File: src/rtl/lsu_ctrl.sv
// Load/store sequencer: one access at a time, req/gnt/rvalid memory handshake,
// store lane replication, load alignment with sign/zero extension and timeout abort.
module lsu_ctrl #(
  parameter int unsigned TIMEOUT_CYCLES = 255
) (
  input  logic        clk,
  input  logic        rst_n,
  input  logic        core_valid,
  output logic        core_ready,
  input  logic        core_we,
  input  logic [2:0]  core_func3,
  input  logic [31:0] core_addr,
  input  logic [31:0] core_wdata,
  output logic        resp_valid,
  output logic [31:0] resp_rdata,
  output logic        resp_err,
  output logic        busy,
  output logic        mem_req,
  input  logic        mem_gnt,
  output logic        mem_we,
  output logic [31:0] mem_addr,
  output logic [3:0]  mem_be,
  output logic [31:0] mem_wdata,
  input  logic        mem_rvalid,
  input  logic [31:0] mem_rdata
);

  typedef enum logic [1:0] {IDLE, REQ, WAIT, RESP} state_t;

  localparam logic [15:0] CNT_LAST = 16'(TIMEOUT_CYCLES - 1);

  state_t      state, state_nxt;
  logic [15:0] cnt, cnt_nxt;
  logic [2:0]  func3_q, func3_nxt;
  logic [1:0]  off_q, off_nxt;
  logic        resp_valid_nxt, resp_err_nxt, mem_req_nxt, mem_we_nxt;
  logic [31:0] resp_rdata_nxt, mem_addr_nxt, mem_wdata_nxt;
  logic [3:0]  mem_be_nxt;

  function automatic logic is_illegal(input logic we, input logic [2:0] f3);
    if (we) return (f3[2] || f3 == 3'b011);
    return (f3 == 3'b011 || f3 == 3'b110 || f3 == 3'b111);
  endfunction

  function automatic logic is_misaligned(input logic [2:0] f3, input logic [1:0] off);
    case (f3[1:0])
      2'b01:   return off[0];
      2'b10:   return (off != 2'b00);
      default: return 1'b0;
    endcase
  endfunction

  function automatic logic [3:0] store_be(input logic [2:0] f3, input logic [1:0] off);
    case (f3[1:0])
      2'b00:   return 4'b0001 << off;
      2'b01:   return 4'b0011 << {off[1], 1'b0};
      default: return 4'b1111;
    endcase
  endfunction

  function automatic logic [31:0] store_data(input logic [2:0] f3, input logic [31:0] wd);
    case (f3[1:0])
      2'b00:   return {4{wd[7:0]}};
      2'b01:   return {2{wd[15:0]}};
      default: return wd;
    endcase
  endfunction

  function automatic logic [31:0] load_extract(input logic [2:0] f3, input logic [1:0] off,
                                               input logic [31:0] rd);
    logic [31:0] w;
    w = rd >> {off, 3'b000};
    case (f3)
      3'b000:  return {{24{w[7]}}, w[7:0]};
      3'b001:  return {{16{w[15]}}, w[15:0]};
      3'b100:  return {24'b0, w[7:0]};
      3'b101:  return {16'b0, w[15:0]};
      default: return rd;
    endcase
  endfunction

  assign core_ready = (state == IDLE) & rst_n;

  always_comb begin
    state_nxt      = state;
    cnt_nxt        = cnt;
    func3_nxt      = func3_q;
    off_nxt        = off_q;
    resp_valid_nxt = 1'b0;
    resp_err_nxt   = 1'b0;
    resp_rdata_nxt = 32'b0;
    mem_req_nxt    = mem_req;
    mem_we_nxt     = mem_we;
    mem_addr_nxt   = mem_addr;
    mem_be_nxt     = mem_be;
    mem_wdata_nxt  = mem_wdata;
    case (state)
      IDLE: begin
        if (core_valid) begin
          if (is_illegal(core_we, core_func3) || is_misaligned(core_func3, core_addr[1:0])) begin
            state_nxt      = RESP;
            resp_valid_nxt = 1'b1;
            resp_err_nxt   = 1'b1;
          end else begin
            state_nxt     = REQ;
            cnt_nxt       = 16'd0;
            func3_nxt     = core_func3;
            off_nxt       = core_addr[1:0];
            mem_req_nxt   = 1'b1;
            mem_we_nxt    = core_we;
            mem_addr_nxt  = {core_addr[31:2], 2'b00};
            mem_be_nxt    = core_we ? store_be(core_func3, core_addr[1:0]) : 4'b1111;
            mem_wdata_nxt = store_data(core_func3, core_wdata);
          end
        end
      end
      REQ: begin
        cnt_nxt = cnt + 16'd1;
        if (mem_gnt) begin
          mem_req_nxt = 1'b0;
          if (mem_we) begin
            state_nxt      = RESP;
            resp_valid_nxt = 1'b1;
          end else begin
            state_nxt = WAIT;
          end
        end else if (cnt == CNT_LAST) begin
          mem_req_nxt    = 1'b0;
          state_nxt      = RESP;
          resp_valid_nxt = 1'b1;
          resp_err_nxt   = 1'b1;
        end
      end
      WAIT: begin
        cnt_nxt = cnt + 16'd1;
        if (mem_rvalid) begin
          state_nxt      = RESP;
          resp_valid_nxt = 1'b1;
          resp_rdata_nxt = load_extract(func3_q, off_q, mem_rdata);
        end else if (cnt == CNT_LAST) begin
          state_nxt      = RESP;
          resp_valid_nxt = 1'b1;
          resp_err_nxt   = 1'b1;
        end
      end
      default: state_nxt = IDLE;
    endcase
  end

  // Every output except core_ready is registered here
  always_ff @(posedge clk or negedge rst_n) begin
    if (!rst_n) begin
      state      <= IDLE;
      cnt        <= 16'd0;
      func3_q    <= 3'b0;
      off_q      <= 2'b0;
      resp_valid <= 1'b0;
      resp_err   <= 1'b0;
      resp_rdata <= 32'b0;
      busy       <= 1'b0;
      mem_req    <= 1'b0;
      mem_we     <= 1'b0;
      mem_addr   <= 32'b0;
      mem_be     <= 4'b0;
      mem_wdata  <= 32'b0;
    end else begin
      state      <= state_nxt;
      cnt        <= cnt_nxt;
      func3_q    <= func3_nxt;
      off_q      <= off_nxt;
      resp_valid <= resp_valid_nxt;
      resp_err   <= resp_err_nxt;
      resp_rdata <= resp_rdata_nxt;
      busy       <= (state_nxt != IDLE);
      mem_req    <= mem_req_nxt;
      mem_we     <= mem_we_nxt;
      mem_addr   <= mem_addr_nxt;
      mem_be     <= mem_be_nxt;
      mem_wdata  <= mem_wdata_nxt;
    end
  end

endmodule

File: config.mk
export PLATFORM = sky130hd
export DESIGN_NAME = lsu_ctrl
export DESIGN_NICKNAME = d
export VERILOG_FILES = /design/src/rtl/lsu_ctrl.sv
export SDC_FILE = /design/constraint.sdc
export NUM_CORES = 1
export LEC_CHECK = 0
export CAP_MARGIN = 5
export CELL_PAD_IN_SITES_DETAIL_PLACEMENT = 1
export CELL_PAD_IN_SITES_GLOBAL_PLACEMENT = 1
export CORE_ASPECT_RATIO = 1.2
export CORE_MARGIN = 2
export CORE_UTILIZATION = 48
export DETAILED_ROUTE_END_ITERATION = 8
export DONT_BUFFER_PORTS = 1
export PLACE_DENSITY = 0.81
export SLEW_MARGIN = 40
export SYNTH_ARGS = -nofsm -noshare
export SYNTH_HDL_FRONTEND = slang
export SYNTH_SLANG_ARGS = --single-unit
File: constraint.sdc
create_clock -name clk -period 2.5 [get_ports clk]
set_clock_uncertainty 0.2 [all_clocks]
set_input_delay 0.75 -clock clk [delete_from_list [all_inputs] [get_ports clk]]
set_output_delay 0.75 -clock clk [all_outputs]
set_load 0.01 [all_outputs]
# ---- Word-level counts from Yosys, hierarchy flattened
# Cells that the tools add are included.
# W data, S select, Z words.
dict set report word_totals {
  regBits 126
  latch_bits 0
  ram_bits 0
  rom_bits 0
  inputBits 105
  out_inout_bits 106
  wordCells 89
  mem_count 0
}
dict set report op_classes {
  add_sub_neg 1
  multipliers 0
  n_div 0
  n_lt_le_gt_ge 0
  n_eq_ne 14
  shift 3
  muxes 41
  n_bitwise 2
  n_reduce_logical 15
}
# cell n
set op_table {}
lappend op_table {{$pmux W32 S4} 1}
lappend op_table {{$mux W32} 2}
lappend op_table {{$pmux W32 S2} 1}
lappend op_table {{$mux W16} 2}
lappend op_table {{$pmux W16 S2} 1}
lappend op_table {{$shr A32 B5 Y16} 1}
lappend op_table {{$mux W1} 22}
lappend op_table {{$add A16 B1 Y16 const B} 1}
lappend op_table {{$eq A16 B8 Y1 const B} 1}
lappend op_table {{$eq A3 B3 Y1 const B} 4}
lappend op_table {{$mux W2} 5}
lappend op_table {{$pmux W4 S2} 1}
lappend op_table {{$reduce_bool A2 Y1} 4}
lappend op_table {{$pmux W1 S3} 2}
lappend op_table {{$pmux W2 S3} 1}
lappend op_table {{$reduce_and A3 Y1} 2}
lappend op_table {{$eq A2 B1 Y1 const B} 2}
lappend op_table {{$eq A2 B2 Y1 const B} 2}
lappend op_table {{$logic_not A2 Y1} 2}
lappend op_table {{$logic_or A1 B1 Y1} 4}
lappend op_table {{$mux W4} 1}
lappend op_table {{$ne A2 B2 Y1 const B} 2}
lappend op_table {{$pmux W1 S2} 2}
lappend op_table {{$reduce_and A4 Y1} 1}
lappend op_table {{other kinds (9)} 9}

# ---- Logic depth before layout (Yosys ltp)
# Gate-level depths: netlist of run 1.
dict set report depth {
  depth_word 11
  depth_mapped 11
  depth_no_buf 7
}

# ---- Worst setup path after synthesis of run 1
# Ideal clock, no wire load.
dict set report synth_timing {
  path_type {in2reg}
  from {input port core_func3[1]}
  to {register mem_addr[10]}
  setup_time_ns 0.125
  arrival_ns 2.827
  required_time_ns 2.175
  path_slack_ns -0.652
  path_stages 9
  n_path_buf 3
  path_cell_list {clkbuf_1 > inv_1 > ha_1 > o211a_1 > nor4b_4 > nor2b_1 > buf_2 > buf_4 > mux2_2}
}
dict set report synth_between {
  elab_chain_len 9
  elab_cells_between_ends 18
  classes_between {eq/ne: 5; mux: 7; bitwise: 1; reduce/logical: 5}
}
# item line
set synth_rtl {}
lappend synth_rtl {{start, declared} 11} ;# input logic [2:0] core_func3,
lappend synth_rtl {{$eq A3 B2 Y1 / $eq A3 B3 Y1 (equally long branches)} {41, 42}}
lappend synth_rtl {{$logic_or A1 B1 Y1 (on tied branches)} {41, 42}}
lappend synth_rtl {{$mux W1 / $logic_or A1 B1 Y1 (equally long branches)} {41, 42}}
lappend synth_rtl {{$mux W1} 42} ;# return (f3 == 3'b011 || f3 == 3'b110 || f3 == 3'b111);
lappend synth_rtl {{$mux W1} 99} ;# if (core_valid) begin
lappend synth_rtl {{$mux W1} 97} ;# case (state)
lappend synth_rtl {{$logic_or A1 B1 Y1 *} 100} ;# if (is_illegal(core_we, core_func3) || is_misaligned(core_func3, core_addr[1:0])) begin
lappend synth_rtl {{$not A1 Y1 (no line) *} -}
lappend synth_rtl {{$reduce_and A3 Y1 (no line) *} -}
lappend synth_rtl {{end signal, assigned} 177} ;# mem_addr <= mem_addr_nxt;
lappend synth_rtl {{end, declared} 21} ;# output logic [31:0] mem_addr,
# Mark *: on every way between the ends. The rest lies on a longest branch, timed or not. The select of a mux whose other input is x is not followed.
# A chain may end at the register's enable or synchronous reset.

# ---- Final worst setup path of run 1
dict set report layout_timing {
  from {input port core_func3[0]}
  to {register func3_q[1]}
}
dict set report layout_between {
  elab_chain_len 9
  elab_cells_between_ends 18
  classes_between {eq/ne: 5; mux: 7; bitwise: 1; reduce/logical: 5}
}
# item line
set layout_rtl {}
lappend layout_rtl {{$eq A3 B2 Y1 / $eq A3 B3 Y1 (equally long branches)} {41, 42}}
lappend layout_rtl {{$logic_or A1 B1 Y1 (on tied branches)} {41, 42}}
lappend layout_rtl {{$mux W1 / $logic_or A1 B1 Y1 (equally long branches)} {41, 42}}
lappend layout_rtl {{$mux W1} 42}
lappend layout_rtl {{$mux W1} 99}
lappend layout_rtl {{$mux W1} 97}
lappend layout_rtl {{$logic_or A1 B1 Y1 *} 100}
lappend layout_rtl {{$not A1 Y1 (no line) *} -}
lappend layout_rtl {{$reduce_and A3 Y1 (no line) *} -}
lappend layout_rtl {{end signal, assigned} 169} ;# func3_q <= func3_nxt;
lappend layout_rtl {{end, declared} 34} ;# logic [2:0] func3_q, func3_nxt;
# Marks and branches as above.

==> results of run 1 <==
## cell type report
class / count / area share
tap: 161 / 0.0283
clock buffer: 17 / 0.0597
timing repair buffer: 30 / 0.0376
multi-input combinational: 389 / 0.393
inverter: 23 / 0.0128
sequential: 126 / 0.442
clock inverter: 14 / 0.0268
## synth_stat cells (11+ instances only)
| cell type | instances |
|---|---|
| nand3_1 | 15 |
| dfrtp_1 | 126 |
| a21oi_1 | 39 |
| inv_1 | 23 |
| mux2_2 | 41 |
| clkbuf_1 | 15 |
| ha_1 | 11 |
| nor2b_1 | 21 |
| nand2_1 | 46 |
| mux2i_1 | 14 |
| nor3_1 | 20 |
| a22oi_1 | 16 |
| o21ai_0 | 22 |
| a31oi_1 | 11 |
| nor2_1 | 51 |
## power by group through the flow
| stage | Combinational [mW] | Clock [mW] | Sequential [mW] |
|---|---|---|---|
| 2_1_floorplan | 2.37 | 0 | 3.66 |
| 3_3_place_gp | 2.77 | 0 | 3.92 |
| 3_5_place_dp | 2.99 | 0 | 3.97 |
| 4_1_cts | 3.04 | 2.65 | 3.97 |
| 5_1_grt | 3.36 | 2.73 | 4.05 |
| 6_report | 3.07 | 2.61 | 3.95 |
## through the flow
step	util	cell area (sq um)
2_1_floorplan	-	6290
3_3_place_gp	0.532	6470
3_5_place_dp	0.532	6470
4_1_cts	0.583	7090
5_1_grt	0.586	7130
6_report	0.586	7130
## kinds of logic after synthesis
logic type,share of synthesized area
and+or+nand+nor,0.167
adders and majority gates,0.0229
buffers and inverters,0.0441
muxes,0.104
other,0.000624
AOI/OAI and AO/OA,0.134
xor gates and xnor gates,0.00291
DFF,0.524
## state kept, by name, indices dropped and copies added, names as in the netlist
register    cells
busy            1
cnt            16
func3_q         3
mem_addr       30
mem_be          4
mem_req         1
mem_wdata      32
mem_we          1
off_q           2
resp_err        1
resp_rdata     32
resp_valid      1
state           2
## worst max path at each step
stage,endpoint,slack [ns],start
floorplan,mem_addr[10]$_DFFE_PN0P_,-0.31,core_func3[1]
detailed placement,mem_wdata[27]$_DFFE_PN0P_,-0.33,core_func3[0]
global placement,mem_wdata[11]$_DFFE_PN0P_,-0.22,core_func3[0]
global route,mem_wdata[27]$_DFFE_PN0P_,0.002,core_func3[0]
CTS,core_ready,0.006,state[0]$_DFF_PN0_
finish,func3_q[1]$_DFFE_PN0P_,0.08,core_func3[0]
## routing by layer
metal  wire length, microns  global-route usage
met5                      0                   0
met2                   9630               0.491
met3                   1450              0.0832
met1                   6720               0.307
met4                    450              0.0898
## what timing repair did
item                                    4_1_cts  5_1_grt
setup buffers                                 0        1
endpoints found under the setup margin        0       54
endpoints found under the hold margin       126      126
gates resized for setup                       0        3
## cells in the final DEF, fill, tap and decap left out, types with 5 or more instances in the layout
cell type	instances
nor3_1	20
nand2_1	46
nor2b_1	19
a22oi_1	16
a21oi_1	39
buf_4	27
inv_1	22
mux2_4	41
nor4b_1	5
o21ai_0	18
clkbuf_16	18
nand3_1	15
mux2i_1	14
a31oi_1	11
ha_1	9
o221a_2	7
dfrtp_1	126
and2_1	5
nor2_1	51
a221oi_1	8
or4b_1	5
## critical path, stage by stage
cell     delay, ns
inv_1         0.09
ha_4          0.22
o211a_1       0.16
nor4b_4       0.33
nor2b_4       0.33
buf_4         0.17
buf_4         0.15
mux2_4        0.30
==> reports/qor.yml, run 1 <==
place_ws_ns: -0.330
p_leak_nw: 3.18
port_buffers: 0
die_width_microns: 106
clock-sinks: 126
pin_count: 211
outcome: "finished with violations"
end_kind: "flop"
drive_gt1_frac: 0.207
drtPass1Iterations: 6
fin_hold_ws_ns: -0.169
synth_area_leaders: "dfrtp_1 52%, mux2_2 7.7%, a21oi_1 3.2%"
clkTransAtPathRegs_ns: 0.06
crit_type: "primary input to flop"
fmax_mhz: 413
gr-total-overflow: 0
rsz0062_at_grt: "no"
required_ns: 2.59
crit_fanout: 6
timing.rr.start: "cnt[3]$_DFFE_PN0P_"
rows: 44
p_sw_mw: 3.62
grt_max_degree: 128
synth-main-ff-cell: "dfrtp_1"
avgRoutedWirePerCell_microns: 24.0
cts_buffers: 17
antenna_found_initial: 0
power_frac_seq: 0.410
grt_usage: 0.273
synth_seq_cells: 126
seq_area_frac_synth: 0.524
yosys_warnings: 0
finalWirelength_microns: 18300
insertion_delay_ns: 0.41
period_needed_ns: 2.42
antenna_cells: 0
stdcell_count: 760
final_antenna_net_count: 0
tns_ns: 0
setup_viol: 0
clockBufferDepth: 2
power_frac_clock: 0.271
vias: 4635
postSynth.asyncResetShare: 1.00
relSlewSlack: 0.580
synthToLayoutAreaGrowth_pct: 18.6
netlist_instances: 572
start_util: 0.494
p_per_area_nw_per_um2: 1350
hold_class: "primary input to asynchronous set/reset pin"
timing.final.ws_setup_ns: 0.0814
dpl.hpwl_microns: 12600
grt_pass1_wl_microns: 28400
grt_pass1_vias: 5022
fp.dieH_microns: 127
violations: "hold timing"
r2r_end: "cnt[15]$_DFFE_PN0P_"
first_iter_violations: 290
slew_viol_final: 0
netlist_area_sq_um: 6010
critPathArrivalTime_ns: 2.51
syn_area_per_cell_sq_um: 10.5
drc: 0
place.gp.congestion: 0.900
root_buffer: "clkbuf_16"
fillers: 1263
multiInputGateArea_sq_um: 2800
comb_power_share: 0.319
place_inst: 727
synth_edf_count: 0
cts_tree: "done"
max-vdd-ir-drop_uv: 635
die_area_sq_um: 13400
coreArea_sq_um: 12200
hold_violations: 126
swShare: 0.375
r2r_slack_ns: 0.16
cts_htree_levels: 4
synth_cell_types: 54
setup.worst_path.start_class: "primary input"
finalNetCount: 703
maxCapViolations: 0
post-route-period-util: 0.967
finalPower_mw: 9.63
tightest_slew_ns: 0.629
yosys.area.top_type: "dfrtp_1"
worst-r2r-cell-count: 5
viasPerCell: 6.10
ff_latch_area_sq_um: 3150
synth_top_area_frac: 0.524
intPower_mw: 6.02
(Power assumes the default switching activity.)
==> run 2, diff against run 1 <==
--- a/config.mk
+++ b/config.mk
@@ -15,5 +15,5 @@
 export DONT_BUFFER_PORTS = 1
 export PLACE_DENSITY = 0.81
-export SLEW_MARGIN = 40
+export SLEW_MARGIN = 0
 export SYNTH_ARGS = -nofsm -noshare
 export SYNTH_HDL_FRONTEND = slang
==> constraint.sdc (replaced) <==
create_clock -name clk -period 2.5 [get_ports clk]
set_clock_uncertainty 0.2 [all_clocks]
set_input_delay 0.25 -clock clk [delete_from_list [all_inputs] [get_ports clk]]
set_output_delay 0.25 -clock clk [all_outputs]
set_load 0.01 [all_outputs]
==> run 2 against run 1 <==
- sequential share of layout area fell by 4.4 points
- largest cell class unchanged
- first-iteration DRC count fell by 21%
- maximum frequency rose by 1.4%
- critical path depth fell by 1
- the flow still finishes with violations (hold timing)
- clock power fell by 6%
- non-clock buffer count rose by 95
- die area did not move
- utilization rose by 6.5 points
- final area rose by 11%
- combinational power barely moved
- total power fell by 1.6%
==> reports/qor.yml, run 2 (synthesis gave the netlist of run 1 again) <==
worst-r2r-cell-count: 7  # +2
setup.worst_path.start_class: "flop"
fin_hold_ws_ns: -0.673  # -0.504 ns
cts_buffers: 17  # unchanged
post-route-period-util: 0.954  # -0.0136
gr-total-overflow: 0  # unchanged
intPower_mw: 5.66  # -5.9%
crit_fanout: 6  # unchanged
layout_commonest_cell: "dfrtp_1"
grt_pass1_vias: 5847  # +16%
grt_max_degree: 128  # unchanged
power_frac_clock: 0.260  # -0.011
ff_latch_area_sq_um: 3150  # about the same
setup_viol: 0  # unchanged
port_buffers: 0  # unchanged
pin_count: 211  # unchanged
start_util: 0.494  # unchanged
tns_ns: 0  # unchanged
critPathArrivalTime_ns: 2.51  # about the same
root_buffer: "clkbuf_16"
crit_chain: "inv_1, ha_2, nor2b_1, nor4b_4, a41oi_2, or3_1, a21oi_1"
grt_util_met3: 0.0807  # -0.00257
hold_violations: 126  # unchanged
antenna_found_initial: 2  # +2
power_frac_seq: 0.416  # +0.006
slew_viol_final: 0  # unchanged
cts_tree: "done"
rows: 44  # unchanged
final_cell_area_sq_um: 7920  # +11%
comb_power_share: 0.324  # +0.005
viasPerCell: 6.07  # -0.41%
first_iter_violations: 229  # -21%
violations: "hold timing"
swShare: 0.402  # +0.0269
die_area_sq_um: 13400  # unchanged
finalWirelength_microns: 21700  # +19%
top_usage_layer: "met2"
use_met1: 0.342  # +0.0343
clockBufferDepth: 2  # unchanged
vias: 5211  # +12%
tightest_slew_ns: 0.781  # +0.152 ns
period_needed_ns: 2.38  # -0.0341 ns
worst_path_max_delay_cell: "dfrtp_1"
grt_pass1_wl_microns: 33200  # +17%
p_leak_nw: 3.43  # +7.9%
max_stage_delay_ns: 0.40  # +0.07 ns
final_antenna_net_count: 0  # unchanged
relSlewSlack: 0.466  # -0.114
fp.dieH_microns: 127  # unchanged
drive_gt1_frac: 0.167  # -0.0401
coreArea_sq_um: 12200  # unchanged
r2r_slack_ns: 0.12  # -0.04 ns
finalNetCount: 798  # +14%
place.gp.congestion: 0.875  # -2.7%
fillers: 1235  # -2.2%
clock-sinks: 126  # unchanged
timing.rr.start: "state[0]$_DFF_PN0_"
grt_usage: 0.324  # +0.0512
final_cell_mix: "125 x dfrtp_1, 106 x dlygate4sd3_1, 50 x nor2_1"
post_dp_cell_area_sq_um: 6230  # -3.8%
grtUsageMet2: 0.603  # +0.112
p_sw_mw: 3.81  # +5.4%
insertion_delay_ns: 0.42  # about the same
multiInputGateArea_sq_um: 2650  # -5.4%
r2r_end: "cnt[14]$_DFFE_PN0P_"
place_inst: 718  # -1.2%
end_kind: "flop"
cts_htree_levels: 4  # unchanged
stdcell_count: 858  # +13%
max-vdd-ir-drop_uv: 547  # -14%
die_width_microns: 106  # unchanged
rsz0062_at_grt: "no"
outcome: "finished with violations"
hold_class: "primary input to asynchronous set/reset pin"
avgRoutedWirePerCell_microns: 25.3  # +5.2%
crit_type: "flop to flop"
reg_top3: "mem_wdata (32), resp_rdata (32), mem_addr (30)"
synthToLayoutAreaGrowth_pct: 31.7
maxCapViolations: 0  # unchanged
fmax_mhz: 419  # +1.4%
drtPass1Iterations: 4  # -2
clkTransAtPathRegs_ns: 0.06  # about the same
p_per_area_nw_per_um2: 1200  # -11%
required_ns: 2.63  # +0.04 ns
dpl.hpwl_microns: 12000  # -4.9%
drc: 0  # unchanged
## run 2: changes by cell type in the layout (fill, tap and decap cells not counted), moves of 3 or more
cell / change
mux2_4: -41
dlygate4sd3_1: +106
mux2_2: +41
o21ai_1: -4
clkinv_2: -3
bufinv_16: -3
buf_4: -11
o21ai_0: +4
inv_6: +3
## run 2: power by group through the flow
stage                     registers (mW)  clock network (mW)  logic, mW
after floorplan                     3.65                   0       2.07
after global placement              3.86                   0       2.48
after detailed placement            3.92                   0       2.67
after CTS                           3.90                2.47       2.87
after global routing                4.03                2.57       3.37
final                               3.94                2.46       3.07
## run 2: per-layer routing
layer | routed length, microns | share of wire
met5 | 0 | 0
met4 | 716 | 0.033
met3 | 1430 | 0.066
met2 | 12000 | 0.55
met1 | 7500 | 0.35
## run 2: worst max path at each step
stage          slack, ns  cells past startpoint                  from                  endpoint
2_1_floorplan       0.02                      9         core_func3[1]  mem_addr[10]$_DFFE_PN0P_
3_3_place_gp        0.19                      7         core_func3[0]  mem_wdata[2]$_DFFE_PN0P_
3_5_place_dp        0.10                      7    state[0]$_DFF_PN0_       cnt[10]$_DFFE_PN0P_
4_1_cts             0.02                      7    state[1]$_DFF_PN0_       cnt[10]$_DFFE_PN0P_
5_1_grt             0.01                      7  off_q[1]$_DFFE_PN0P_   resp_rdata[8]$_DFF_PN0_
6_report            0.12                      7    state[0]$_DFF_PN0_       cnt[14]$_DFFE_PN0P_
## run 2: worst max-delay path: cells and delay by family, from the launching register on
kind | cells | cell delay (ns)
AOI/OAI and AO/OA | 2 | 0.29
adders and majority gates | 1 | 0.37
buffers and inverters | 1 | 0.13
DFF | 1 | 0.40
and+or+nand+nor | 3 | 0.92
## run 2: repair_timing
action                     in CTS  in global routing
hold buffers                  105                  1
setup buffers                   0                  0
hold endpoints to repair      236                127
setup endpoints to repair       0                 18
resized for setup               0                 11
## run 2: area by class of cell
cell class                      instances  share of cell area
Antenna cell                            2            0.000632
Clock buffer                           19              0.0572
Clock inverter                         13              0.0161
Inverter                               23              0.0109
Multi-Input combinational cell        389               0.335
Sequential cell                       126               0.398
Tap cell                              161              0.0254
Timing Repair Buffer                  125               0.157
## run 2: metrics by stage
stage               setup WS, ns  power, mW  utilization
floorplan                 0.0168       5.72            -
global placement           0.195       6.34        0.512
detailed placement         0.104       6.59        0.512
CTS                       0.0186       9.24        0.646
global route             0.00984       9.96        0.651
finish                     0.116       9.48        0.651
